$ cat config.mk
export PLATFORM = sky130hd
export DESIGN_NAME = tlb_param_flat
export DESIGN_NICKNAME = d
export VERILOG_FILES = /design/src/rtl/tlb_param_if.sv /design/src/rtl/tlb_param.sv /design/src/flat_wrapper.sv
export SDC_FILE = /design/constraint.sdc
export NUM_CORES = 2
export LEC_CHECK = 0
export BUFFER_PORTS_ARGS = -buffer_cell sky130_fd_sc_hd__buf_2
export CORE_ASPECT_RATIO = 1.25
export CORE_MARGIN = 2
export CORE_UTILIZATION = 50
export CTS_CLUSTER_DIAMETER = 200
export DETAILED_ROUTE_END_ITERATION = 7
export HOLD_SLACK_MARGIN = 0.1
export PLACE_DENSITY_LB_ADDON = 0.12
export REMOVE_ABC_BUFFERS = 1
export SETUP_SLACK_MARGIN = 0.5
export SYNTH_ARGS = -nofsm -noshare
export SYNTH_HDL_FRONTEND = slang
export SYNTH_SLANG_ARGS = --single-unit
$ cat constraint.sdc
create_clock -name clk -period 8.8 [get_ports clk]
set_input_delay 1.32 -clock clk [delete_from_list [all_inputs] [get_ports clk]]
set_output_delay 1.32 -clock clk [all_outputs]
set_load 0.01 [all_outputs]
$ cat src/rtl/tlb_param_if.sv
// Bus bundle between the pipeline/CP0 side (master) and the joint TLB (slave).
// With TLB_MULTIHIT_EN defined the bundle also carries the tlb_multihit pulse.
interface tlb_param_if #(
  parameter int PFN_W = 20
);
  logic             stallF;
  logic             stallM;
  logic             flushM;
  logic [31:0]      inst_vaddr;
  logic             inst_en;
  logic [31:0]      data_vaddr;
  logic             mem_read_enM;
  logic             mem_write_enM;
  logic [PFN_W-1:0] inst_pfn;
  logic [PFN_W-1:0] data_pfn;
  logic             no_cache_i;
  logic             no_cache_d;
  logic             inst_tlb_refill;
  logic             inst_tlb_invalid;
  logic             data_tlb_refill;
  logic             data_tlb_invalid;
  logic             data_tlb_modify;
  logic             TLBP;
  logic             TLBR;
  logic             TLBWI;
  logic             TLBWR;
  logic [31:0]      EntryHi_in;
  logic [31:0]      PageMask_in;
  logic [31:0]      EntryLo0_in;
  logic [31:0]      EntryLo1_in;
  logic [31:0]      Index_in;
  logic [31:0]      wired_in;
  logic             wired_we;
  logic [31:0]      EntryHi_out;
  logic [31:0]      PageMask_out;
  logic [31:0]      EntryLo0_out;
  logic [31:0]      EntryLo1_out;
  logic [31:0]      Index_out;
  logic [31:0]      Random_out;
  logic [31:0]      Wired_out;
`ifdef TLB_MULTIHIT_EN
  logic             tlb_multihit;
`endif

  modport slave (
    input  stallF, stallM, flushM, inst_vaddr, inst_en, data_vaddr,
           mem_read_enM, mem_write_enM, TLBP, TLBR, TLBWI, TLBWR,
           EntryHi_in, PageMask_in, EntryLo0_in, EntryLo1_in, Index_in,
           wired_in, wired_we,
    output inst_pfn, data_pfn, no_cache_i, no_cache_d,
           inst_tlb_refill, inst_tlb_invalid,
           data_tlb_refill, data_tlb_invalid, data_tlb_modify,
           EntryHi_out, PageMask_out, EntryLo0_out, EntryLo1_out, Index_out,
           Random_out, Wired_out
`ifdef TLB_MULTIHIT_EN
    , output tlb_multihit
`endif
  );

  modport master (
    output stallF, stallM, flushM, inst_vaddr, inst_en, data_vaddr,
           mem_read_enM, mem_write_enM, TLBP, TLBR, TLBWI, TLBWR,
           EntryHi_in, PageMask_in, EntryLo0_in, EntryLo1_in, Index_in,
           wired_in, wired_we,
    input  inst_pfn, data_pfn, no_cache_i, no_cache_d,
           inst_tlb_refill, inst_tlb_invalid,
           data_tlb_refill, data_tlb_invalid, data_tlb_modify,
           EntryHi_out, PageMask_out, EntryLo0_out, EntryLo1_out, Index_out,
           Random_out, Wired_out
`ifdef TLB_MULTIHIT_EN
    , input tlb_multihit
`endif
  );
endinterface

$ cat src/rtl/tlb_param.sv
// Parametrised joint I/D TLB with CP0 Random/Wired and TLBP/TLBR/TLBWI/TLBWR.
// Optional multi-hit detection is enabled by defining TLB_MULTIHIT_EN.
module tlb_param #(
  parameter int ENTRIES = 16,
  parameter int ASID_W  = 8,
  parameter int PFN_W   = 20
) (
  input logic         clk,
  input logic         rst,
  tlb_param_if.slave  bus
);
  localparam int IDX_W = $clog2(ENTRIES);
  localparam logic [IDX_W-1:0] TOP_IDX = IDX_W'(ENTRIES - 1);

  logic [ENTRIES-1:0] valid_q, g_q, d0_q, d1_q, v0_q, v1_q;
  logic [18:0]        vpn2_q [ENTRIES];
  logic [18:0]        mask_q [ENTRIES];
  logic [ASID_W-1:0]  asid_q [ENTRIES];
  logic [PFN_W-1:0]   pfn0_q [ENTRIES];
  logic [PFN_W-1:0]   pfn1_q [ENTRIES];
  logic [2:0]         c0_q   [ENTRIES];
  logic [2:0]         c1_q   [ENTRIES];

  logic [IDX_W-1:0]   random_q, wired_q;
  logic [ASID_W-1:0]  cur_asid;
  logic [ENTRIES-1:0] m_inst, m_data, m_probe;

  assign cur_asid = bus.EntryHi_in[ASID_W-1:0];

  always_comb begin
    m_inst  = '0;
    m_data  = '0;
    m_probe = '0;
    for (int unsigned i = 0; i < ENTRIES; i++) begin
      if (valid_q[i] && (g_q[i] || asid_q[i] == cur_asid)) begin
        m_inst[i]  = ((bus.inst_vaddr[31:13] ^ vpn2_q[i]) & ~mask_q[i]) == '0;
        m_data[i]  = ((bus.data_vaddr[31:13] ^ vpn2_q[i]) & ~mask_q[i]) == '0;
        m_probe[i] = ((bus.EntryHi_in[31:13] ^ vpn2_q[i]) & ~mask_q[i]) == '0;
      end
    end
  end

  function automatic logic [IDX_W-1:0] or_encode(input logic [ENTRIES-1:0] m);
    logic [IDX_W-1:0] r;
    r = '0;
    for (int unsigned i = 0; i < ENTRIES; i++)
      if (m[i]) r = r | IDX_W'(i);
    return r;
  endfunction

  // Lookup result registers
  logic             i_en_q, i_hit_q, i_odd_q, i_k01_q, i_k1_q;
  logic [IDX_W-1:0] i_idx_q;
  logic [19:0]      i_vpn_q;
  logic             d_live_q, d_hit_q, d_odd_q, d_k01_q, d_k1_q;
  logic [IDX_W-1:0] d_idx_q;
  logic [19:0]      d_vpn_q;

  always_ff @(posedge clk) begin
    if (rst) begin
      i_en_q  <= 1'b0;
      i_hit_q <= 1'b0;
      i_odd_q <= 1'b0;
      i_k01_q <= 1'b0;
      i_k1_q  <= 1'b0;
      i_idx_q <= '0;
      i_vpn_q <= '0;
    end else if (!bus.stallF) begin
      i_en_q  <= bus.inst_en;
      i_hit_q <= |m_inst;
      i_odd_q <= bus.inst_vaddr[12];
      i_k01_q <= bus.inst_vaddr[31:30] == 2'b10;
      i_k1_q  <= bus.inst_vaddr[31:29] == 3'b101;
      i_idx_q <= or_encode(m_inst);
      i_vpn_q <= bus.inst_vaddr[31:12];
    end
  end

  // d_live_q marks a real access in M; a flushed or reset stage never raises exceptions
  always_ff @(posedge clk) begin
    if (rst || bus.flushM) begin
      d_live_q <= 1'b0;
      d_hit_q  <= 1'b0;
      d_odd_q  <= 1'b0;
      d_k01_q  <= 1'b0;
      d_k1_q   <= 1'b0;
      d_idx_q  <= '0;
      d_vpn_q  <= '0;
    end else if (!bus.stallM) begin
      d_live_q <= 1'b1;
      d_hit_q  <= |m_data;
      d_odd_q  <= bus.data_vaddr[12];
      d_k01_q  <= bus.data_vaddr[31:30] == 2'b10;
      d_k1_q   <= bus.data_vaddr[31:29] == 3'b101;
      d_idx_q  <= or_encode(m_data);
      d_vpn_q  <= bus.data_vaddr[31:12];
    end
  end

  // Translation outputs
  logic [PFN_W-1:0] i_sel_pfn, d_sel_pfn;
  logic [2:0]       i_sel_c, d_sel_c;
  logic             i_sel_v, d_sel_v, d_sel_d;
  logic             i_acc, d_acc;

  always_comb begin
    i_sel_pfn = i_odd_q ? pfn1_q[i_idx_q] : pfn0_q[i_idx_q];
    i_sel_c   = i_odd_q ? c1_q[i_idx_q]   : c0_q[i_idx_q];
    i_sel_v   = i_odd_q ? v1_q[i_idx_q]   : v0_q[i_idx_q];
    d_sel_pfn = d_odd_q ? pfn1_q[d_idx_q] : pfn0_q[d_idx_q];
    d_sel_c   = d_odd_q ? c1_q[d_idx_q]   : c0_q[d_idx_q];
    d_sel_v   = d_odd_q ? v1_q[d_idx_q]   : v0_q[d_idx_q];
    d_sel_d   = d_odd_q ? d1_q[d_idx_q]   : d0_q[d_idx_q];
    i_acc     = i_en_q & ~i_k01_q;
    d_acc     = d_live_q & ~d_k01_q & (bus.mem_read_enM | bus.mem_write_enM);

    bus.inst_pfn         = i_k01_q ? PFN_W'(i_vpn_q[PFN_W-4:0]) : i_sel_pfn;
    bus.no_cache_i       = i_k01_q ? i_k1_q : (i_sel_c == 3'b010);
    bus.inst_tlb_refill  = i_acc & ~i_hit_q;
    bus.inst_tlb_invalid = i_acc & i_hit_q & ~i_sel_v;

    bus.data_pfn         = d_k01_q ? PFN_W'(d_vpn_q[PFN_W-4:0]) : d_sel_pfn;
    bus.no_cache_d       = d_k01_q ? d_k1_q : (d_sel_c == 3'b010);
    bus.data_tlb_refill  = d_acc & ~d_hit_q;
    bus.data_tlb_invalid = d_acc & d_hit_q & ~d_sel_v;
    bus.data_tlb_modify  = d_live_q & ~d_k01_q & bus.mem_write_enM & d_hit_q & d_sel_v & ~d_sel_d;
  end

  // Entry writes
  logic             we;
  logic [IDX_W-1:0] widx;
  logic [18:0]      new_mask, new_vpn2;
  logic [PFN_W-1:0] pfn_keep;
  logic             new_g;

  assign we       = bus.TLBWI | bus.TLBWR;
  assign widx     = bus.TLBWI ? bus.Index_in[IDX_W-1:0] : random_q;
  assign new_mask = bus.PageMask_in[31:13];
  assign new_vpn2 = bus.EntryHi_in[31:13] & ~new_mask;
  assign pfn_keep = ~PFN_W'({new_mask, 1'b0});
  assign new_g    = bus.EntryLo0_in[0] & bus.EntryLo1_in[0];

  always_ff @(posedge clk) begin
    if (rst)     valid_q <= '0;
    else if (we) valid_q[widx] <= 1'b1;
  end

  always_ff @(posedge clk) begin
    if (we) begin
      vpn2_q[widx] <= new_vpn2;
      mask_q[widx] <= new_mask;
      asid_q[widx] <= cur_asid;
      g_q[widx]    <= new_g;
      pfn0_q[widx] <= bus.EntryLo0_in[PFN_W+5:6] & pfn_keep;
      pfn1_q[widx] <= bus.EntryLo1_in[PFN_W+5:6] & pfn_keep;
      c0_q[widx]   <= bus.EntryLo0_in[5:3];
      c1_q[widx]   <= bus.EntryLo1_in[5:3];
      d0_q[widx]   <= bus.EntryLo0_in[2];
      d1_q[widx]   <= bus.EntryLo1_in[2];
      v0_q[widx]   <= bus.EntryLo0_in[1];
      v1_q[widx]   <= bus.EntryLo1_in[1];
    end
  end

  // Random counts down to Wired then wraps; the <= compare also pins it when Wired is top
  always_ff @(posedge clk) begin
    if (rst) begin
      random_q <= TOP_IDX;
      wired_q  <= '0;
    end else if (bus.wired_we) begin
      random_q <= TOP_IDX;
      wired_q  <= bus.wired_in[IDX_W-1:0];
    end else if (!bus.stallM) begin
      random_q <= (random_q <= wired_q) ? TOP_IDX : random_q - 1'b1;
    end
  end

  assign bus.Random_out = 32'(random_q);
  assign bus.Wired_out  = 32'(wired_q);

`ifdef TLB_MULTIHIT_EN
  logic mh_sticky_q, mh_pulse_q, dup, any_multi;

  always_comb begin
    any_multi = |(m_inst & (m_inst - 1'b1)) | |(m_data & (m_data - 1'b1)) |
                |(m_probe & (m_probe - 1'b1));
    dup = 1'b0;
    for (int unsigned i = 0; i < ENTRIES; i++) begin
      if (IDX_W'(i) != widx && valid_q[i] &&
          (((new_vpn2 ^ vpn2_q[i]) & ~new_mask & ~mask_q[i]) == '0) &&
          (new_g || g_q[i] || asid_q[i] == cur_asid))
        dup = 1'b1;
    end
  end

  always_ff @(posedge clk) begin
    if (rst) begin
      mh_sticky_q <= 1'b0;
      mh_pulse_q  <= 1'b0;
    end else begin
      if (any_multi) mh_sticky_q <= 1'b1;
      mh_pulse_q <= any_multi | (we & dup);
    end
  end

  assign bus.tlb_multihit = mh_pulse_q;
`endif

  // TLBP / TLBR
  logic [IDX_W-1:0] r_idx;
  assign r_idx = bus.Index_in[IDX_W-1:0];

  always_comb begin
    bus.Index_out    = (|m_probe) ? 32'(or_encode(m_probe)) : 32'h8000_0000;
`ifdef TLB_MULTIHIT_EN
    bus.Index_out[30] = mh_sticky_q;
`endif
    bus.EntryHi_out  = {vpn2_q[r_idx], 13'(asid_q[r_idx])};
    bus.PageMask_out = {mask_q[r_idx], 13'b0};
    bus.EntryLo0_out = 32'({pfn0_q[r_idx], c0_q[r_idx], d0_q[r_idx], v0_q[r_idx], g_q[r_idx]});
    bus.EntryLo1_out = 32'({pfn1_q[r_idx], c1_q[r_idx], d1_q[r_idx], v1_q[r_idx], g_q[r_idx]});
  end

  logic unused_bits;
  assign unused_bits = ^{bus.TLBP, bus.TLBR, bus.Index_in[31:IDX_W], bus.wired_in[31:IDX_W],
                         bus.PageMask_in[12:0], bus.EntryHi_in[12:ASID_W],
                         bus.EntryLo0_in[31:PFN_W+6], bus.EntryLo1_in[31:PFN_W+6],
                         bus.inst_vaddr[11:0], bus.data_vaddr[11:0],
                         i_vpn_q[19:PFN_W-3], d_vpn_q[19:PFN_W-3]};
endmodule

$ cat src/flat_wrapper.sv
// flat-port wrapper written by rule: the top's interface ports become plain ports
module tlb_param_flat 
#(
  parameter int ENTRIES = 16,
  parameter int ASID_W  = 8,
  parameter int PFN_W   = 20
)
  (clk, rst, bus_stallF, bus_stallM, bus_flushM, bus_inst_vaddr, bus_inst_en, bus_data_vaddr, bus_mem_read_enM, bus_mem_write_enM, bus_TLBP, bus_TLBR, bus_TLBWI, bus_TLBWR, bus_EntryHi_in, bus_PageMask_in, bus_EntryLo0_in, bus_EntryLo1_in, bus_Index_in, bus_wired_in, bus_wired_we, bus_inst_pfn, bus_data_pfn, bus_no_cache_i, bus_no_cache_d, bus_inst_tlb_refill, bus_inst_tlb_invalid, bus_data_tlb_refill, bus_data_tlb_invalid, bus_data_tlb_modify, bus_EntryHi_out, bus_PageMask_out, bus_EntryLo0_out, bus_EntryLo1_out, bus_Index_out, bus_Random_out, bus_Wired_out);
  tlb_param_if #(.PFN_W(PFN_W)) bus_i ();
  input logic clk;
  input logic rst;
  input wire logic [$bits(bus_i.stallF)-1:0] bus_stallF;
  input wire logic [$bits(bus_i.stallM)-1:0] bus_stallM;
  input wire logic [$bits(bus_i.flushM)-1:0] bus_flushM;
  input wire logic [$bits(bus_i.inst_vaddr)-1:0] bus_inst_vaddr;
  input wire logic [$bits(bus_i.inst_en)-1:0] bus_inst_en;
  input wire logic [$bits(bus_i.data_vaddr)-1:0] bus_data_vaddr;
  input wire logic [$bits(bus_i.mem_read_enM)-1:0] bus_mem_read_enM;
  input wire logic [$bits(bus_i.mem_write_enM)-1:0] bus_mem_write_enM;
  input wire logic [$bits(bus_i.TLBP)-1:0] bus_TLBP;
  input wire logic [$bits(bus_i.TLBR)-1:0] bus_TLBR;
  input wire logic [$bits(bus_i.TLBWI)-1:0] bus_TLBWI;
  input wire logic [$bits(bus_i.TLBWR)-1:0] bus_TLBWR;
  input wire logic [$bits(bus_i.EntryHi_in)-1:0] bus_EntryHi_in;
  input wire logic [$bits(bus_i.PageMask_in)-1:0] bus_PageMask_in;
  input wire logic [$bits(bus_i.EntryLo0_in)-1:0] bus_EntryLo0_in;
  input wire logic [$bits(bus_i.EntryLo1_in)-1:0] bus_EntryLo1_in;
  input wire logic [$bits(bus_i.Index_in)-1:0] bus_Index_in;
  input wire logic [$bits(bus_i.wired_in)-1:0] bus_wired_in;
  input wire logic [$bits(bus_i.wired_we)-1:0] bus_wired_we;
  output wire logic [$bits(bus_i.inst_pfn)-1:0] bus_inst_pfn;
  output wire logic [$bits(bus_i.data_pfn)-1:0] bus_data_pfn;
  output wire logic [$bits(bus_i.no_cache_i)-1:0] bus_no_cache_i;
  output wire logic [$bits(bus_i.no_cache_d)-1:0] bus_no_cache_d;
  output wire logic [$bits(bus_i.inst_tlb_refill)-1:0] bus_inst_tlb_refill;
  output wire logic [$bits(bus_i.inst_tlb_invalid)-1:0] bus_inst_tlb_invalid;
  output wire logic [$bits(bus_i.data_tlb_refill)-1:0] bus_data_tlb_refill;
  output wire logic [$bits(bus_i.data_tlb_invalid)-1:0] bus_data_tlb_invalid;
  output wire logic [$bits(bus_i.data_tlb_modify)-1:0] bus_data_tlb_modify;
  output wire logic [$bits(bus_i.EntryHi_out)-1:0] bus_EntryHi_out;
  output wire logic [$bits(bus_i.PageMask_out)-1:0] bus_PageMask_out;
  output wire logic [$bits(bus_i.EntryLo0_out)-1:0] bus_EntryLo0_out;
  output wire logic [$bits(bus_i.EntryLo1_out)-1:0] bus_EntryLo1_out;
  output wire logic [$bits(bus_i.Index_out)-1:0] bus_Index_out;
  output wire logic [$bits(bus_i.Random_out)-1:0] bus_Random_out;
  output wire logic [$bits(bus_i.Wired_out)-1:0] bus_Wired_out;
  assign bus_i.stallF = bus_stallF;
  assign bus_i.stallM = bus_stallM;
  assign bus_i.flushM = bus_flushM;
  assign bus_i.inst_vaddr = bus_inst_vaddr;
  assign bus_i.inst_en = bus_inst_en;
  assign bus_i.data_vaddr = bus_data_vaddr;
  assign bus_i.mem_read_enM = bus_mem_read_enM;
  assign bus_i.mem_write_enM = bus_mem_write_enM;
  assign bus_i.TLBP = bus_TLBP;
  assign bus_i.TLBR = bus_TLBR;
  assign bus_i.TLBWI = bus_TLBWI;
  assign bus_i.TLBWR = bus_TLBWR;
  assign bus_i.EntryHi_in = bus_EntryHi_in;
  assign bus_i.PageMask_in = bus_PageMask_in;
  assign bus_i.EntryLo0_in = bus_EntryLo0_in;
  assign bus_i.EntryLo1_in = bus_EntryLo1_in;
  assign bus_i.Index_in = bus_Index_in;
  assign bus_i.wired_in = bus_wired_in;
  assign bus_i.wired_we = bus_wired_we;
  assign bus_inst_pfn = bus_i.inst_pfn;
  assign bus_data_pfn = bus_i.data_pfn;
  assign bus_no_cache_i = bus_i.no_cache_i;
  assign bus_no_cache_d = bus_i.no_cache_d;
  assign bus_inst_tlb_refill = bus_i.inst_tlb_refill;
  assign bus_inst_tlb_invalid = bus_i.inst_tlb_invalid;
  assign bus_data_tlb_refill = bus_i.data_tlb_refill;
  assign bus_data_tlb_invalid = bus_i.data_tlb_invalid;
  assign bus_data_tlb_modify = bus_i.data_tlb_modify;
  assign bus_EntryHi_out = bus_i.EntryHi_out;
  assign bus_PageMask_out = bus_i.PageMask_out;
  assign bus_EntryLo0_out = bus_i.EntryLo0_out;
  assign bus_EntryLo1_out = bus_i.EntryLo1_out;
  assign bus_Index_out = bus_i.Index_out;
  assign bus_Random_out = bus_i.Random_out;
  assign bus_Wired_out = bus_i.Wired_out;
  tlb_param #(.ENTRIES(ENTRIES), .ASID_W(ASID_W), .PFN_W(PFN_W)) u_core (.clk(clk), .rst(rst), .bus(bus_i));
endmodule
==> flow_summary.yaml <==
clock_network:
  clockBufferDepth: 3
  hold_buffers: 0
  clk_latency_ns: 0.86
  path_clk_slew_ns: 0.06
  cts-buffers-inserted: 171
  ctsHtreeMaxLevel: 4
  cts_tree: "done"
  clock_sink_count: 1634
  cts_resized: 0
  cts_root_buffer: "clkbuf_16"
  cts_setup_buffers: 0
power_and_ir_drop:
  clkPwrFrac_pct: 41.0
  comb_power_share_pct: 11.6
  total_power_uw: 18600
  vdd_ir_drop_max_mv: 0.181
  p_leak_uw: 0.0301
  power.switching_uw: 4760
  p_int_uw: 13800
  powerDensity_nw_per_um2: 189
  p_sw_share_pct: 25.6
  p_seq_share_pct: 47.4
layout:
  area_growth_pct: 11.0
  postLayoutCoreUtil_pct: 55.9
  layout_common_cells: "edfxtp_1 (1,552), xnor2_1 (953), mux4_2 (928)"
  nets: 5850
  finalNonFillerCells: 8087
  num-fill-cells: 13900
  area.sequential_sq_um: 48300
  design_area_sq_um: 98300
  multi_input_area_sq_um: 38100
  layout_commonest_cell: "edfxtp_1"
  drive_gt1_share_pct: 29.7
worst_setup_path:
  crit_path_end_kind: "output port"
  start_kind: "input pin"
  worstPathArrival_ns: 4.86
  worstReg2RegEnd: "u_core.d_hit_q"
  r2r_slack_ns: 4.52
  r2r_start: "u_core.vpn2_q[15][6]"
  path_max_fanout: 14
  worstSetupPathType: "in2out"
  r2r_cells: 8
  cp.required_ns: 7.48
run_status:
  status: "complete, but fails checks"
  violations: "max-capacitance violations, max-slew violations"
placement:
  gp_congestion: 1.10
  io_buffers: 314
  placed_cell_area_sq_um: 92300
  hpwl_mm: 236
  post-place-cells: 7751
floorplanning:
  pin_count: 540
  die_x_um: 380
  start_util_pct: 50.4
  die_y_um: 475
  rows: 172
  core_area_sq_um: 176000
  die_area_sq_um: 181000
timing:
  period_needed_ns: 6.18
  finClkSkew_ns: 0.0572
  report.final.hold_viol_count: 0
  finalSetupViolations: 0
  fin_crit_sh_pct: 70.2
  maxSlewHeadroom_pct: -3.49
  clock.fmax_mhz: 162
  tightestPinTransition_ns: 1.55
  drv_slew: 3
  rsz0062_at_grt: "no"
logic_synthesis:
  synth_top_area_share_pct: 52.6
  netlist_area_sq_um: 88600
  avgSynthCellArea_sq_um: 16.7
  synth.distinct_cells: 62
  synth_largest_area_cell: "edfxtp_1"
  netlist_top_cells_area: "edfxtp_1 (53%), mux4_2 (24%), xnor2_1 (9.4%), o22ai_1 (2.9%), dfxtp_1 (1.9%)"
  synth_edf_count: 1552
  yosysWarnings: 0
  ys_ff_latch: 1634
  synth_flop_cell: "edfxtp_1"
  synth_async_sr_flop_share_pct: 0
  seq_area_frac_synth_pct: 54.5
  syn_inst: 5312
route:
  top_layer_used: "met5"
  vias_per_cell: 7.11
  met1_length_mm: 123
  drtAntennaViolNets: 0
  route.met2.wl_mm: 163
  routed-wl-met3_mm: 36.1
  vias: 57500
  drt_first_iter_violations: 7930
  drt_first_pass_iters: 5
  drt-total-wl_mm: 354
  routedWlPerCell_um: 43.8
  drc: 0
global_route:
  grt_usage_pct: 39.3
  grt_pass1_vias: 56600
  globalRouteOverflowTotal: 0
  antenna_found_initial: 35
  grt_start_max_net_pins: 135
  grt_pass1_wl_mm: 480
min_path:
  min_to: "u_core.valid_q[5]"
  whs_path_depth: 2
  hold_class: "reg2reg"
  min_from: "u_core.valid_q[5]"
run:
  drv_cap: 2
## final cells by class
class / instances / share of cell area [%]
Antenna cell: 13 / 0.0331
Sequential cell: 1634 / 49.1
Inverter: 13 / 0.0573
Clock inverter: 103 / 1.25
Timing Repair Buffer: 462 / 3.04
Multi-Input combinational cell: 3294 / 38.8
Clock buffer: 219 / 4.73
Tap cell: 2349 / 2.99
## synth_stat cells (13+ instances only)
master and instances:
and3_1 14, buf_4 190, o21ai_0 50, mux4_2 928
dfxtp_1 82, mux2i_1 80, a21oi_1 22, edfxtp_1 1552
or4_1 30, nor3b_1 24, xor2_1 83, xnor2_1 955
o22a_1 15, nand2_1 64, clkbuf_1 146, nor2_1 185
nor2b_1 76, buf_2 122, nor3_1 28, nor4_1 95
o22ai_1 417, nand4_1 17, buf_1 13
## stage by stage
step                      setup TNS [ns]  setup WS [ns]  hold slack (ns)
final                                  0           2.62            0.460
after global routing                   0           2.64            0.492
after CTS                              0           3.00            0.464
after detailed placement               0           3.01            0.448
after global placement                 0           2.98            0.441
after floorplan                   -33.62         -0.960            0.432
## cells by family (layout without fill, tap and decap cells)
logic type / after synthesis / in the layout / share of synthesized area (%)
adders and majority gates: 5 / 5 / 0.0706
AOI/OAI and AO/OA: 570 / 570 / 4.10
buffers and inverters: 496 / 797 / 3.18
other: 1 / 126 / 0.00423
and+or+nand+nor: 555 / 555 / 3.30
muxes: 1009 / 1009 / 24.5
xor gates and xnor gates: 1042 / 1042 / 10.3
DFF: 1634 / 1634 / 54.5
## how the worst max path moves through the flow
stage	from	endpoint	slack [ns]	cells past startpoint
after floorplan	flop	bus_no_cache_d	-0.96	6
after detailed placement	bus_EntryHi_in[31]	bus_Index_out[31]	3.01	11
after CTS	bus_EntryHi_in[31]	bus_Index_out[31]	3.00	11
final	bus_EntryHi_in[31]	bus_Index_out[31]	2.62	11
after global placement	bus_EntryHi_in[31]	bus_Index_out[31]	2.98	11
after global routing	bus_EntryHi_in[25]	bus_Index_out[31]	2.64	11
## power groups by stage
stage	registers, uW	logic, uW	clock network [uW]
after floorplan	8960	1090	0
after global placement	8970	2080	0
after detailed placement	8980	2090	0
after CTS	8810	2090	7680
after global routing	8820	2220	7970
final	8820	2160	7630
## per-layer routing
layer / global-route usage (%) / vias to the layer above
li1: - / 22000
met5: 0 / -
met2: 61.0 / 4094
met4: 28.3 / 20
met3: 10.4 / 1100
met1: 47.7 / 30300
## registers in the layout, summed over array words and instances, names as in the netlist, 17 cells and up, named ones only
signal and cells:
u_core.pfn1_q 320, u_core.c0_q 48, u_core.vpn2_q 304, u_core.c1_q 48, u_core.pfn0_q 320, u_core.asid_q 128
u_core.i_vpn_q 17, u_core.mask_q 304, u_core.d_vpn_q 17
## worst max-delay path, cell delays in order
cell and delay (ns):
buf_2 0.23, buf_4 0.40, xnor2_1 0.13, o22ai_1 0.62
nor4_1 0.13, o2111ai_1 0.17, nor2_1 0.24, a41o_1 0.36
or4_4 0.58, nor4b_4 0.41, buf_2 0.21
Power figures use the tool's default switching activity.
